$ cat config.mk
export PLATFORM = sky130hd
export DESIGN_NAME = exec_flag_stage_flat
export DESIGN_NICKNAME = d
export VERILOG_FILES = /design/src/rtl/exec_flag_stage_pkg.sv /design/src/rtl/exec_flag_stage_if.sv /design/src/rtl/exec_cond_eval.sv /design/src/rtl/exec_flag_stage.sv /design/src/flat_wrapper.sv
export SDC_FILE = /design/constraint.sdc
export NUM_CORES = 1
export LEC_CHECK = 0
export CORE_UTILIZATION = 33
export CTS_CLUSTER_DIAMETER = 30
export DETAILED_ROUTE_END_ITERATION = 8
export GPL_TIMING_DRIVEN = 0
export PLACE_DENSITY = 0.76
export RECOVER_POWER = 25
export SLEW_MARGIN = 5
export SYNTH_ARGS = -nofsm -noshare
export SYNTH_HDL_FRONTEND = slang
export SYNTH_HIERARCHICAL = 1
export SYNTH_SLANG_ARGS = --single-unit
$ cat constraint.sdc
create_clock -name clk -period 2.06 [get_ports clk]
set_input_delay 0.206 -clock clk [delete_from_list [all_inputs] [get_ports clk]]
set_output_delay 0.206 -clock clk [all_outputs]
set_load 0.05 [all_outputs]
$ cat src/rtl/exec_flag_stage_pkg.sv
// Shared definitions for the execute-to-writeback flag stage: widths, condition
// codes, flag bit positions and the registered payload layout.
package exec_flag_stage_pkg;

    localparam int EFS_DATA_W  = 16;
    localparam int EFS_REG_AW  = 3;
    localparam int EFS_COND_W  = 4;
    localparam int EFS_FLAGS_W = 4;

    localparam logic [3:0] COND_AL = 4'd0;
    localparam logic [3:0] COND_EQ = 4'd1;
    localparam logic [3:0] COND_NE = 4'd2;
    localparam logic [3:0] COND_MI = 4'd3;
    localparam logic [3:0] COND_PL = 4'd4;
    localparam logic [3:0] COND_CS = 4'd5;
    localparam logic [3:0] COND_CC = 4'd6;
    localparam logic [3:0] COND_VS = 4'd7;
    localparam logic [3:0] COND_VC = 4'd8;
    localparam logic [3:0] COND_GT = 4'd9;
    localparam logic [3:0] COND_GE = 4'd10;
    localparam logic [3:0] COND_LT = 4'd11;
    localparam logic [3:0] COND_LE = 4'd12;
    localparam logic [3:0] COND_HI = 4'd13;
    localparam logic [3:0] COND_LS = 4'd14;
    localparam logic [3:0] COND_NV = 4'd15;

    localparam int FLAG_N = 3;
    localparam int FLAG_Z = 2;
    localparam int FLAG_C = 1;
    localparam int FLAG_V = 0;

    typedef struct packed {
        logic [EFS_DATA_W-1:0] result;
        logic                  we;
        logic [EFS_REG_AW-1:0] dst;
        logic                  taken;
        logic [EFS_DATA_W-1:0] target;
    } payload_t;

    localparam int PAYLOAD_W = $bits(payload_t);

endpackage

$ cat src/rtl/exec_flag_stage_if.sv
// Handshake bundle between the ALU side, the flag stage and writeback.
// master = the surrounding pipeline, slave = the stage itself.
interface exec_flag_stage_if
    import exec_flag_stage_pkg::*;
#(
    parameter int DATA_W = EFS_DATA_W,
    parameter int REG_AW = EFS_REG_AW
);
    logic              in_valid;
    logic              in_ready;
    logic [DATA_W-1:0] in_result;
    logic [3:0]        in_cc;
    logic              in_set_cc;
    logic              in_we;
    logic [REG_AW-1:0] in_dst;
    logic              in_branch;
    logic [3:0]        in_cond;
    logic [DATA_W-1:0] in_target;

    logic              out_valid;
    logic              out_ready;
    logic [DATA_W-1:0] out_result;
    logic              out_we;
    logic [REG_AW-1:0] out_dst;
    logic              out_taken;
    logic [DATA_W-1:0] out_target;
    logic [3:0]        flags;

    modport master (
        output in_valid, in_result, in_cc, in_set_cc, in_we, in_dst,
               in_branch, in_cond, in_target, out_ready,
        input  in_ready, out_valid, out_result, out_we, out_dst,
               out_taken, out_target, flags
    );

    modport slave (
        input  in_valid, in_result, in_cc, in_set_cc, in_we, in_dst,
               in_branch, in_cond, in_target, out_ready,
        output in_ready, out_valid, out_result, out_we, out_dst,
               out_taken, out_target, flags
    );

endinterface

$ cat src/rtl/exec_cond_eval.sv
// Combinational branch-condition evaluator: maps the NZCV flags and a 4-bit
// condition code to a taken decision.
module exec_cond_eval
    import exec_flag_stage_pkg::*;
(
    input  logic [3:0] flags,
    input  logic [3:0] cond,
    output logic       taken
);

    logic n_s;
    logic z_s;
    logic c_s;
    logic v_s;

    assign n_s = flags[FLAG_N];
    assign z_s = flags[FLAG_Z];
    assign c_s = flags[FLAG_C];
    assign v_s = flags[FLAG_V];

    // Condition decode
    always_comb begin
        taken = 1'b0;
        case (cond)
            COND_AL: taken = 1'b1;
            COND_EQ: taken = z_s;
            COND_NE: taken = ~z_s;
            COND_MI: taken = n_s;
            COND_PL: taken = ~n_s;
            COND_CS: taken = c_s;
            COND_CC: taken = ~c_s;
            COND_VS: taken = v_s;
            COND_VC: taken = ~v_s;
            COND_GT: taken = ~z_s & (n_s == v_s);
            COND_GE: taken = (n_s == v_s);
            COND_LT: taken = (n_s != v_s);
            COND_LE: taken = z_s | (n_s != v_s);
            COND_HI: taken = c_s & ~z_s;
            COND_LS: taken = ~c_s | z_s;
            COND_NV: taken = 1'b0;
            default: taken = 1'b0;
        endcase
    end

endmodule

$ cat src/rtl/exec_flag_stage.sv
// Execute-to-writeback stage: registers the ALU payload, owns the NZCV flags and
// resolves branches. Define EXEC_FLAG_STAGE_SKID_EN for a registered-ready skid entry.
module exec_flag_stage
    import exec_flag_stage_pkg::*;
#(
    parameter int DATA_W = EFS_DATA_W,
    parameter int REG_AW = EFS_REG_AW
)(
    input  logic              clk,
    input  logic              reset,
    exec_flag_stage_if.slave  bus
);

    logic              cond_taken_s;
    logic              accept_s;
    logic              consume_s;
    logic              in_ready_s;
    payload_t          in_entry_s;
    logic [3:0]        flags_r;
    logic [3:0]        flags_next_s;
    payload_t          out_r;
    payload_t          out_next_s;
    logic              out_valid_r;
    logic              out_valid_next_s;
    logic [DATA_W-1:0] out_result_s;
    logic [DATA_W-1:0] out_target_s;
    logic [REG_AW-1:0] out_dst_s;

    // Branches see the flags as they stand before this edge's update.
    exec_cond_eval u_cond_eval (
        .flags (flags_r),
        .cond  (bus.in_cond),
        .taken (cond_taken_s)
    );

    assign accept_s  = bus.in_valid & in_ready_s;
    assign consume_s = out_valid_r & bus.out_ready;

    // Assemble the entry captured on acceptance; a flag-setting op is never taken.
    always_comb begin
        in_entry_s        = '0;
        in_entry_s.result = bus.in_result;
        in_entry_s.we     = bus.in_we;
        in_entry_s.dst    = bus.in_dst;
        in_entry_s.taken  = bus.in_branch & ~bus.in_set_cc & cond_taken_s;
        in_entry_s.target = bus.in_target;
    end

    // Flags change only in the acceptance cycle of a flag-setting entry.
    always_comb begin
        if (accept_s && bus.in_set_cc) begin
            flags_next_s = bus.in_cc;
        end else begin
            flags_next_s = flags_r;
        end
    end

`ifdef EXEC_FLAG_STAGE_SKID_EN
    payload_t skid_r;
    payload_t skid_next_s;
    logic     skid_valid_r;
    logic     skid_valid_next_s;
    logic     in_ready_r;

    assign in_ready_s = in_ready_r;

    // Output/skid steering: skid drains first, new entries park in skid on stall.
    always_comb begin
        out_next_s        = out_r;
        out_valid_next_s  = out_valid_r;
        skid_next_s       = skid_r;
        skid_valid_next_s = skid_valid_r;
        if (!out_valid_r || consume_s) begin
            if (skid_valid_r) begin
                out_next_s        = skid_r;
                out_valid_next_s  = 1'b1;
                skid_valid_next_s = 1'b0;
            end else if (accept_s) begin
                out_next_s       = in_entry_s;
                out_valid_next_s = 1'b1;
            end else begin
                out_valid_next_s = 1'b0;
            end
        end else if (accept_s) begin
            skid_next_s       = in_entry_s;
            skid_valid_next_s = 1'b1;
        end else begin
            skid_valid_next_s = skid_valid_r;
        end
    end

    // Skid storage and the registered ready derived from skid occupancy.
    always_ff @(posedge clk or posedge reset) begin
        if (reset) begin
            skid_r       <= '0;
            skid_valid_r <= 1'b0;
            in_ready_r   <= 1'b1;
        end else begin
            skid_r       <= skid_next_s;
            skid_valid_r <= skid_valid_next_s;
            in_ready_r   <= ~skid_valid_next_s;
        end
    end
`else
    assign in_ready_s = ~out_valid_r | bus.out_ready;

    // Single output register: refill on accept, empty on consume, otherwise hold.
    always_comb begin
        out_next_s = out_r;
        if (accept_s) begin
            out_next_s       = in_entry_s;
            out_valid_next_s = 1'b1;
        end else if (consume_s) begin
            out_valid_next_s = 1'b0;
        end else begin
            out_valid_next_s = out_valid_r;
        end
    end
`endif

    // Architectural flags and output register.
    always_ff @(posedge clk or posedge reset) begin
        if (reset) begin
            flags_r     <= 4'b0000;
            out_r       <= '0;
            out_valid_r <= 1'b0;
        end else begin
            flags_r     <= flags_next_s;
            out_r       <= out_next_s;
            out_valid_r <= out_valid_next_s;
        end
    end

    assign out_result_s   = out_r.result;
    assign out_target_s   = out_r.target;
    assign out_dst_s      = out_r.dst;

    assign bus.in_ready   = in_ready_s;
    assign bus.out_valid  = out_valid_r;
    assign bus.out_result = out_result_s;
    assign bus.out_we     = out_r.we;
    assign bus.out_dst    = out_dst_s;
    assign bus.out_taken  = out_r.taken;
    assign bus.out_target = out_target_s;
    assign bus.flags      = flags_r;

endmodule
$ cat src/flat_wrapper.sv
// flat-port wrapper written by rule: the top's interface ports become plain ports
module exec_flag_stage_flat import exec_flag_stage_pkg::*;
#(
    parameter int DATA_W = EFS_DATA_W,
    parameter int REG_AW = EFS_REG_AW
)
  (clk, reset, bus_in_valid, bus_in_result, bus_in_cc, bus_in_set_cc, bus_in_we, bus_in_dst, bus_in_branch, bus_in_cond, bus_in_target, bus_out_ready, bus_in_ready, bus_out_valid, bus_out_result, bus_out_we, bus_out_dst, bus_out_taken, bus_out_target, bus_flags);
  exec_flag_stage_if #(.DATA_W(DATA_W), .REG_AW(REG_AW)) bus_i ();
  input  logic clk;
  input  logic reset;
  input wire logic [$bits(bus_i.in_valid)-1:0] bus_in_valid;
  input wire logic [$bits(bus_i.in_result)-1:0] bus_in_result;
  input wire logic [$bits(bus_i.in_cc)-1:0] bus_in_cc;
  input wire logic [$bits(bus_i.in_set_cc)-1:0] bus_in_set_cc;
  input wire logic [$bits(bus_i.in_we)-1:0] bus_in_we;
  input wire logic [$bits(bus_i.in_dst)-1:0] bus_in_dst;
  input wire logic [$bits(bus_i.in_branch)-1:0] bus_in_branch;
  input wire logic [$bits(bus_i.in_cond)-1:0] bus_in_cond;
  input wire logic [$bits(bus_i.in_target)-1:0] bus_in_target;
  input wire logic [$bits(bus_i.out_ready)-1:0] bus_out_ready;
  output wire logic [$bits(bus_i.in_ready)-1:0] bus_in_ready;
  output wire logic [$bits(bus_i.out_valid)-1:0] bus_out_valid;
  output wire logic [$bits(bus_i.out_result)-1:0] bus_out_result;
  output wire logic [$bits(bus_i.out_we)-1:0] bus_out_we;
  output wire logic [$bits(bus_i.out_dst)-1:0] bus_out_dst;
  output wire logic [$bits(bus_i.out_taken)-1:0] bus_out_taken;
  output wire logic [$bits(bus_i.out_target)-1:0] bus_out_target;
  output wire logic [$bits(bus_i.flags)-1:0] bus_flags;
  assign bus_i.in_valid = bus_in_valid;
  assign bus_i.in_result = bus_in_result;
  assign bus_i.in_cc = bus_in_cc;
  assign bus_i.in_set_cc = bus_in_set_cc;
  assign bus_i.in_we = bus_in_we;
  assign bus_i.in_dst = bus_in_dst;
  assign bus_i.in_branch = bus_in_branch;
  assign bus_i.in_cond = bus_in_cond;
  assign bus_i.in_target = bus_in_target;
  assign bus_i.out_ready = bus_out_ready;
  assign bus_in_ready = bus_i.in_ready;
  assign bus_out_valid = bus_i.out_valid;
  assign bus_out_result = bus_i.out_result;
  assign bus_out_we = bus_i.out_we;
  assign bus_out_dst = bus_i.out_dst;
  assign bus_out_taken = bus_i.out_taken;
  assign bus_out_target = bus_i.out_target;
  assign bus_flags = bus_i.flags;
  exec_flag_stage #(.DATA_W(DATA_W), .REG_AW(REG_AW)) u_core (.clk(clk), .reset(reset), .bus(bus_i));
endmodule
==> results by group, run 1 <==
Setup path
  – RR Startpoint: u_core/bus.flags[3]
  – CP Launch Type: flop
  – Crit end category: flop
  – Internal reg-to-reg setup slack: 0.14 ns
  – Critical-path top delay cell: dfrtp_1
  – Max Fanout on Critical Path: 9
  – CP startpoint: u_core/bus.flags[3]
  – Reg2Reg Depth: 6
  – CP peak stage delay: 0.48 ns
  – Top delay family on crit path: multiplexers
  – Worst Path Buf+Inv: 0
  – Critical Path RT: 2.24 ns
  – Path type of the worst setup path: flop to flop
  – Worst r2r dst: u_core/bus.out_taken
  – CP cell instances: xnor2_1 > mux2_2 > o211ai_2 > o211ai_1 > and3b_1 > mux2_4
  – CP arrival: 2.10 ns

Cells and area
  – Layout cell share with drive strength beyond 1: 27.40%
  – Nets@finish: 268
  – Multi-input gate area: 823.3 µm²
  – # fillers: 472
  – Area Overhead vs Synth: 56.84%
  – Storage cell area: 1051 µm²
  – Final instance area: 3028 µm²
  – # diodes: 0

Placement
  – Placed Area: 2952 µm²
  – Port Buffers: 91
  – Hpwl dp: 3019 µm
  – Routability Congestion: 0.7532

Detailed routing
  – Via density: 4.557
  – Total iterations of the first detailed-routing run: 4
  – # DRC: 0
  – ANT nets after route: 0
  – Vias post-DR: 1326
  – WL per Instance: 13.93 µm
  – Drt first-iter violations: 11
  – WL final: 4054 µm

Global routing
  – GRT overflow: 0
  – GR peak layer: met2
  – Tot GR Track Use: 14.29%
  – Initial antenna violation count: 0
  – First-pass GRT wire length: 6727 µm
  – Grt met1 use: 18.26%
  – GR Layer Usage met3: 5.233%
  – M2 GR Usage: 22.19%
  – Vias in the first global route: 1398
  – Largest net degree at the start of global routing: 32

Timing
  – Fin. max-slew vios: 0
  – Period utilization: 93.07%
  – Final hold viol count: 0
  – Fin crit period: 1.917 ns
  – Setup violations, final: 0
  – Layout Skew: 0.006575 ns
  – Max-slew headroom: 49.41%
  – Worst slew pin tran: 0.7588 ns
  – FMAX: 521.6 MHz
  – RSZ-0062 raised after global routing: false

Floorplan
  – Die height: 78.49 µm
  – Die W: 78.49 µm
  – Top-Level Pins: 93
  – Starting density of the core: 34.64%
  – Row count: 27
  – Die ar.: 6160 µm²
  – Core Area: 5574 µm²

Job
  – Maxcap violations: 0

Synth
  – Synth Area in Adders: 0%
  – Syn Nets: 169
  – Largest family of logic cells by synthesized area: multiplexers
  – Simple-gate area share of the yosys netlist: 6.935%
  – Sequential area share after synthesis: 54.44%
  – Post-synthesis compound-gate area fraction: 3.564%
  – Distinct cells, synth: 26
  – Synth Cell Area: 1931 µm²
  – Post-Synthesis Cells: 119
  – Xor/xnor share of the synthesized area: 0.4537%
  – Synth Warn #: 6
  – Mean area per synthesized cell: 16.22 µm²
  – Post-synthesis mux area share: 31.69%
  – Register bit total from synthesis: 42

CTS
  – # H-tree levels: 2
  – Clock latency on the worst-skew pair: 0.29 ns
  – CTS Hold Bufs: 0
  – Setup bufs post-CTS: 0
  – CTS tree: built
  – TritonCTS Sinks: 42
  – CTS clk-pin slew, worst paths: 0.08 ns
  – CTS Buf Count: 5
  – Clock Tree Root: clkbuf_8
  – Clock buffer depth: 2
  – Resized Gates After CTS: 0

Worst hold path
  – Worst hold path class: input port to async pin

Run status
  – Status: finished clean

Power
  – Leakage power figure: 1.344 nW
  – Max VDD drop: 575.9 µV
  – Power per cell area: 888.9 nW/µm²
  – PnR Total Power: 2.692 mW
[per-stage QoR]
step | instances | worst slack, ns | setup TNS [ns] | hold slack [ns] | util (%)
3_3_place_gp | 282 | -0.01350 | -0.4601 | 0.4866 | 52.59
6_report | 291 | 0.1427 | 0 | 0.3621 | 54.32
2_1_floorplan | 119 | 0.02780 | 0 | 0.3089 | -
4_1_cts | 291 | 0.1606 | 0 | 0.1728 | 54.59
3_5_place_dp | 283 | 0.02295 | 0 | 0.4830 | 52.95
5_1_grt | 291 | 0.04558 | 0 | 0.3909 | 54.32
[routing by layer]
| layer | vias to the layer above | part of all wire [%] |
|---|---|---|
| met1 | 628 | 44 |
| met3 | 7 | 9.7 |
| li1 | 621 | - |
| met2 | 70 | 45 |
| met4 | 0 | 1.3 |
| met5 | - | 0 |
[state kept, by name, indices dropped and copies added (netlist names)]
| name | cells |
|---|---|
| u_core/bus.flags | 4 |
| u_core/bus.out_dst | 3 |
| u_core/bus.out_result | 16 |
| u_core/bus.out_taken | 1 |
| u_core/bus.out_target | 16 |
| u_core/bus.out_valid | 1 |
| u_core/bus.out_we | 1 |
[cell usage after synthesis]
cell type  number  share of area, %
dfrtp_1        42                54
mux2_4         34                26
mux2_2          9               5.2
buf_6           4               2.3
or2b_1          3               1.2
a21oi_1         2              0.52
a31oi_1         2              0.65
inv_1           2              0.39
nand2b_1        2              0.65
nand3_1         2              0.52
o211ai_1        2              0.78
a21o_1          1              0.39
a221o_2         1              0.58
and3_4          1              0.58
and3b_1         1              0.45
and4b_1         1              0.52
clkbuf_1        1              0.19
nand2_1         1              0.19
nand2_4         1              0.58
nand2b_4        1              0.71
nor2b_1         1              0.32
nor3_1          1              0.26
nor4b_1         1              0.45
nor4bb_1        1              0.52
o211ai_2        1              0.65
xnor2_1         1              0.45
[layout by cell type (no fill, tap or decap), types with 3 or more instances in the layout]
master           count
buf_6                4
or2b_1               3
dfrtp_1             42
mux2_4              34
clkbuf_8             6
mux2_2               9
clkdlybuf4s50_1     90
[layout make-up]
| cell class | instances | share of cell area, % |
|---|---|---|
| clock inverters | 1 | 0.1653 |
| well taps | 72 | 2.975 |
| clock buffers | 7 | 2.851 |
| inverters | 2 | 0.2479 |
| flip-flops and latches | 42 | 34.71 |
| plain buffers | 5 | 1.612 |
| repair buffers | 92 | 30.25 |
| multi-input cells | 70 | 27.19 |
[power breakdown]
group          total (mW)  switching [mW]  leakage (nW)  internal (mW)
clock network       0.534           0.263        0.0482          0.270
logic                1.12           0.622         0.803          0.497
registers            1.04          0.0922         0.493          0.947
[cells by family after synthesis]
kind of cell,count (synthesis)
flip-flops,42
multiplexers,43
XOR/XNOR,1
AND/OR/NAND/NOR,17
AO/OA/AOI/OAI,9
buffers and inverters,7
[how the worst max path moves through the flow]
| stage | depth (start not counted) | slack (ns) | endpoint |
|---|---|---|---|
| after floorplan | 6 | 0.03 | u_core/bus.out_taken |
| after global placement | 2 | -0.01 | u_core/bus.out_target[10] |
| after detailed placement | 7 | 0.02 | u_core/bus.out_taken |
| after CTS | 6 | 0.16 | u_core/bus.out_taken |
| after global routing | 6 | 0.05 | u_core/bus.out_taken |
| final | 6 | 0.14 | u_core/bus.out_taken |
(Power assumes the default switching activity.)
==> run 2, diff against run 1 <==
--- a/config.mk
+++ b/config.mk
@@ -8,8 +8,10 @@
 export CORE_UTILIZATION = 33
 export CTS_CLUSTER_DIAMETER = 30
 export DETAILED_ROUTE_END_ITERATION = 8
+export DONT_BUFFER_PORTS = 1
+export GPL_ROUTABILITY_DRIVEN = 0
 export GPL_TIMING_DRIVEN = 0
-export PLACE_DENSITY = 0.76
+export PLACE_DENSITY = 0.56
 export RECOVER_POWER = 25
 export SLEW_MARGIN = 5
 export SYNTH_ARGS = -nofsm -noshare
==> constraint.sdc (replaced) <==
create_clock -name clk -period 2.06 [get_ports clk]
set_input_delay 0.309 -clock clk [delete_from_list [all_inputs] [get_ports clk]]
set_output_delay 0.309 -clock clk [all_outputs]
set_load 0.05 [all_outputs]
==> results by group, run 2 (same netlist as run 1, synthesis figures left out) <==
Timing
  – Hold Worst Slack: 0.1282 ns
  – FMAX: 501.7 MHz
  – Layout Skew: 0.005457 ns
  – Worst slew pin tran: 1.548 ns
  – Fin crit period: 1.993 ns
  – RSZ-0062 raised after global routing: false
  – Final hold viol count: 0
  – Setup violations, final: 0
  – Setup_tns: 0 ns
  – Fin. max-slew vios: 43
  – Period utilization: 96.75%
  – Max-slew headroom: -3.337%

Detailed routing
  – WL per Instance: 17.94 µm
  – Via density: 5.140
  – ANT nets after route: 0
  – # DRC: 0
  – Vias post-DR: 1028
  – Drt first-iter violations: 62
  – WL final: 3587 µm
  – Total iterations of the first detailed-routing run: 5

Setup path
  – CP peak stage delay: 0.57 ns
  – Top delay family on crit path: flip-flops
  – RR Startpoint: u_core/bus.flags[3]
  – Crit path to: u_core/bus.out_taken
  – Worst Path Buf+Inv: 1
  – Critical Path RT: 2.23 ns
  – Path type of the worst setup path: flop to flop
  – Reg2Reg Depth: 7
  – Max Fanout on Critical Path: 7
  – CP cell instances: buf_6 > or2b_1 > a221o_2 > nand3_1 > o211ai_1 > and3b_1 > mux2_4
  – Critical-path top delay cell: dfrtp_4
  – CP startpoint: u_core/bus.flags[3]
  – Worst r2r dst: u_core/bus.out_taken
  – Internal reg-to-reg setup slack: 0.07 ns
  – CP Launch Type: flop
  – Worst path depth: 7
  – CP arrival: 2.17 ns
  – Crit end category: flop

CTS
  – CTS tree: built
  – Clock Tree Root: clkbuf_8
  – CTS clk-pin slew, worst paths: 0.08 ns
  – CTS Buf Count: 5
  – TritonCTS Sinks: 42
  – Clock latency on the worst-skew pair: 0.28 ns
  – Clock buffer depth: 2
  – # H-tree levels: 2

Cells and area
  – Layout cell share with drive strength beyond 1: 50.78%
  – Multi-input gate area: 830.8 µm²
  – Post-layout util: 38.65%
  – Storage cell area: 1057 µm²
  – # diodes: 0
  – # fillers: 526
  – Commonest non-fill, non-tap cells in the layout: dfrtp_1 (39), mux2_4 (34), mux2_2 (9), clkbuf_8 (5), buf_6 (5)
  – Area Overhead vs Synth: 11.60%
  – Commonest non-fill, non-tap cell in the layout: dfrtp_1
  – Nets@finish: 177

Run status
  – Status: finished, violations left
  – Violated checks: max-capacitance violations, max-slew violations

Global routing
  – Tot GR Track Use: 11.81%
  – Largest net degree at the start of global routing: 43
  – GRT overflow: 0
  – Initial antenna violation count: 0
  – Vias in the first global route: 1112
  – First-pass GRT wire length: 5499 µm

Power
  – Max VDD drop: 595.7 µV
  – PnR Total Power: 2.468 mW
  – Power per cell area: 1146 nW/µm²
  – Leakage power figure: 1.002 nW

Floorplan
  – Starting density of the core: 34.64%
  – Die height: 78.49 µm
  – Top-Level Pins: 93
  – Row count: 27
  – Die ar.: 6160 µm²
  – Core Area: 5574 µm²
  – Die W: 78.49 µm

Placement
  – Hpwl dp: 2615 µm
  – Port Buffers: 0

Job
  – Maxcap violations: 1

Worst hold path
  – Worst hold path class: input port to flop
==> run 2: cell types whose count changed in the layout (fill, tap and decap cells not counted) <==
cell and delta:
clkdlybuf4s50_1 -90, dfrtp_1 -3, dfrtp_2 +2, buf_6 +1, bufinv_16 +1, clkbuf_1 -1
clkbuf_2 -1, clkbuf_8 -1, clkinv_2 +1, dfrtp_4 +1, dlygate4sd3_1 -1, xnor2_1 -1
xnor2_2 +1
==> run 2: layer usage <==
layer  part of all wire [%]  wire length, µm  GRT usage, %
met5                      0                0             0
met4                   0.61               22         3.889
met3                    9.5              339         4.884
met2                     51             1846         20.79
met1                     38             1379         12.76
==> run 2: worst min path at each step <==
stage / slack, ns / endpoint / cells after the start / from
global route: 0.12 / u_core/bus.out_valid / 1 / bus_in_valid
floorplan: 0.41 / u_core/bus.out_valid / 1 / bus_in_valid
detailed placement: 0.41 / u_core/bus.out_target[5] / 1 / reset
finish: 0.13 / u_core/bus.out_valid / 1 / bus_in_valid
global placement: 0.42 / u_core/bus.out_valid / 1 / bus_in_valid
CTS: 0.1 / u_core/bus.out_result[0] / 1 / reset
==> run 2: repair_timing <==
| action | 4_1_cts | 5_1_grt |
|---|---|---|
| hold buffers | 0 | 0 |
| endpoints found under the hold margin | 0 | 0 |
| pin swaps | 0 | 1 |
| endpoints found under the setup margin | 1 | 1 |
| gates resized for setup | 2 | 6 |
| setup buffers | 0 | 1 |
==> run 2: metrics by stage <==
stage | instances | setup slack, ns | cell area, µm²
after global routing | 200 | 0.002110 | 2155
after detailed placement | 191 | -0.1419 | 2021
after floorplan | 119 | 0.02780 | 1931
after CTS | 199 | 0.03671 | 2132
final | 200 | 0.06697 | 2155
after global placement | 191 | -0.1168 | 2021
==> run 2: worst reg2reg max path: cells and delay by family (launching register included) <==
family                 cells  cell delay (ns)
AND/OR/NAND/NOR            3             0.49
AO/OA/AOI/OAI              2             0.41
multiplexers               1             0.26
flip-flops                 1             0.57
buffers and inverters      1             0.15
==> run 2: layout make-up <==
type	instances	area share [%]
inverter	2	0.3484
clock buffer	5	3.194
timing repair buffer	1	0.5226
sequential	42	49.07
clock inverter	3	1.858
tap	72	4.181
buffer	5	2.265
multi-input combinational	70	38.56
==> run 2: report_power, final <==
part,switching (mW),total [mW],internal (mW)
logic,0.112,0.339,0.227
clock network,0.269,0.626,0.357
registers,0.561,1.50,0.942
total,0.942,2.47,1.53
==> run 3, diff against run 2 <==
--- a/config.mk
+++ b/config.mk
@@ -5,6 +5,7 @@
 export SDC_FILE = /design/constraint.sdc
 export NUM_CORES = 1
 export LEC_CHECK = 0
+export ABC_AREA = 0
 export CORE_UTILIZATION = 33
 export CTS_CLUSTER_DIAMETER = 30
 export DETAILED_ROUTE_END_ITERATION = 8
@@ -16,5 +17,4 @@
 export SLEW_MARGIN = 5
 export SYNTH_ARGS = -nofsm -noshare
 export SYNTH_HDL_FRONTEND = slang
-export SYNTH_HIERARCHICAL = 1
 export SYNTH_SLANG_ARGS = --single-unit
==> results by group, run 3 <==
Detailed routing
  – Drt first-iter violations: 22
  – WL final: 3294 µm
  – Vias post-DR: 1022
  – Via density: 5.034
  – # DRC: 0
  – Total iterations of the first detailed-routing run: 4
  – WL per Instance: 16.23 µm
  – ANT nets after route: 0

Timing
  – Worst setup margin: 0.1922 ns
  – Period utilization: 90.67%
  – Max-slew headroom: -4.413%
  – FMAX: 535.4 MHz
  – Fin. max-slew vios: 43
  – Fin crit period: 1.868 ns
  – RSZ-0062 raised after global routing: false
  – Layout Skew: 0.007404 ns
  – Setup_tns: 0 ns
  – Worst slew pin tran: 1.564 ns
  – Setup violations, final: 0
  – Final hold viol count: 0

Synth
  – Post-synth top area share: 59.70%
  – Post-Synthesis Cells: 125
  – Synth async-reset ratio: 100.0%
  – Distinct cells, synth: 23
  – Ys flop type: dfrtp_1
  – Sequential area share after synthesis: 59.70%
  – Syn Nets: 175
  – Post-synth EDFFs: 0
  – Register bit total from synthesis: 42
  – Synth Warn #: 0
  – Mean area per synthesized cell: 14.08 µm²
  – Synth Cell Area: 1760 µm²
  – Top-count cell post-synth: dfrtp_1
  – Synth area leaders: dfrtp_1 (60%), mux2_2 (26%), a21oi_1 (2.0%)
  – Biggest area consumer among synthesized cells: dfrtp_1
  – Commonest cells post-synth: dfrtp_1 (42), mux2_2 (40), a21oi_1 (7)

Setup path
  – Critical Path Most Common Cell: buf_6
  – CP cell instances: nand2b_4 > nand2_2 > buf_6 > buf_6 > mux2_2
  – CP Launch Type: flop
  – Reg2Reg Depth: 5
  – Critical-path top delay cell: dfrtp_1
  – Worst path depth: 5
  – CP arrival: 2.04 ns
  – Crit end category: flop
  – Critical Path RT: 2.23 ns
  – Max Fanout on Critical Path: 10
  – Worst Path Buf+Inv: 2
  – Top delay family on crit path: flip-flops
  – CP peak stage delay: 0.70 ns
  – Path type of the worst setup path: flop to flop

Power
  – Power per cell area: 1205 nW/µm²
  – Max VDD drop: 437.5 µV
  – Leakage power figure: 0.8203 nW

Cells and area
  – # diodes: 0
  – Area Overhead vs Synth: 11.23%
  – Post-layout util: 38.34%
  – Layout cell share with drive strength beyond 1: 41.35%
  – Commonest non-fill, non-tap cells in the layout: dfrtp_1 (42), mux2_2 (40), a21oi_1 (7), clkbuf_8 (5)
  – Commonest non-fill, non-tap cell in the layout: dfrtp_1
  – Nets@finish: 182

CTS
  – Clock latency on the worst-skew pair: 0.29 ns
  – Setup bufs post-CTS: 0
  – CTS tree: built
  – CTS clk-pin slew, worst paths: 0.07 ns
  – Clock Tree Root: clkbuf_8
  – Clock buffer depth: 2
  – CTS Buf Count: 5
  – Resized Gates After CTS: 0
  – # H-tree levels: 2
  – CTS Hold Bufs: 0
  – TritonCTS Sinks: 42

Global routing
  – Largest net degree at the start of global routing: 43
  – Tot GR Track Use: 12.16%
  – First-pass GRT wire length: 4995 µm
  – Vias in the first global route: 1107
  – GRT overflow: 0
  – Initial antenna violation count: 0

Floorplan
  – Top-Level Pins: 93
  – Die height: 75.04 µm
  – Starting density of the core: 34.47%
  – Row count: 26
  – Core Area: 5107 µm²
  – Die W: 75.04 µm
  – Die ar.: 5631 µm²

Placement
  – Port Buffers: 0
  – Hpwl dp: 2526 µm
  – Dpl ws: 0.1826 ns

Job
  – Maxcap violations: 1

Run status
  – Status: finished, violations left
  – Violated checks: max-capacitance violations, max-slew violations

Worst hold path
  – Worst hold path class: input port to flop
  – Worst hold path depth: 1
## run 3: metrics by stage
step | std cells | area (µm²) | power (mW) | hold WS, ns
floorplan | 125 | 1760 | 1.689 | 0.4174
global placement | 195 | 1848 | 1.737 | 0.4215
detailed placement | 195 | 1848 | 1.756 | 0.4173
CTS | 203 | 1958 | 2.392 | 0.1041
finish | 203 | 1958 | 2.360 | 0.1335
global route | 203 | 1958 | 2.468 | 0.1251
## run 3: where the power goes
group / switching, mW / leakage, nW / internal, mW
registers: 0.547 / 0.492 / 0.938
clock network: 0.267 / 0.0514 / 0.361
logic: 0.104 / 0.277 / 0.142
total: 0.918 / 0.820 / 1.44
## run 3: routing by layer
metal  vias to the layer above  GRT usage (%)  share of wire (%)
li1                        449              -                  -
met1                       500          12.53                 36
met2                        68          21.62                 51
met3                         5          6.024                 12
met4                         0          3.774               0.76
met5                         -              0                  0
## run 3: path summary, 6_finish.rpt
kind	start	endpoint	slack (ns)
worst max-delay path	u_core.bus.out_valid	u_core.bus.out_dst[0]	0.19
worst min register to register	u_core.bus.out_taken	u_core.bus.out_taken	0.87
worst max register to register	u_core.bus.out_valid	u_core.bus.out_dst[0]	0.19
min in group asynchronous	reset	u_core.bus.out_result[0]	0.39
max in group asynchronous	reset	u_core.bus.flags[2]	0.76
worst min-delay path	bus_in_valid	u_core.bus.out_valid	0.13
## run 3: cell families (layout without fill, tap and decap cells)
| family | count (synthesis) | in the layout | share of synthesized area [%] |
|---|---|---|---|
| flops | 42 | 42 | 59.70 |
| mux | 40 | 40 | 25.59 |
| simple gates | 20 | 20 | 6.609 |
| compound gates | 14 | 14 | 4.833 |
| buf+inv | 8 | 16 | 2.771 |
| xor+xnor | 1 | 1 | 0.4976 |
## run 3: layout make-up
type                            instances  area [µm²]
Multi-Input combinational cell         75       660.6
Sequential cell                        42        1051
Tap cell                               70       87.58
Inverter                                3       11.26
Fill cell                             497        3149
Clock inverter                          2       37.54
Clock buffer                            6       72.57
Buffer                                  5       37.54
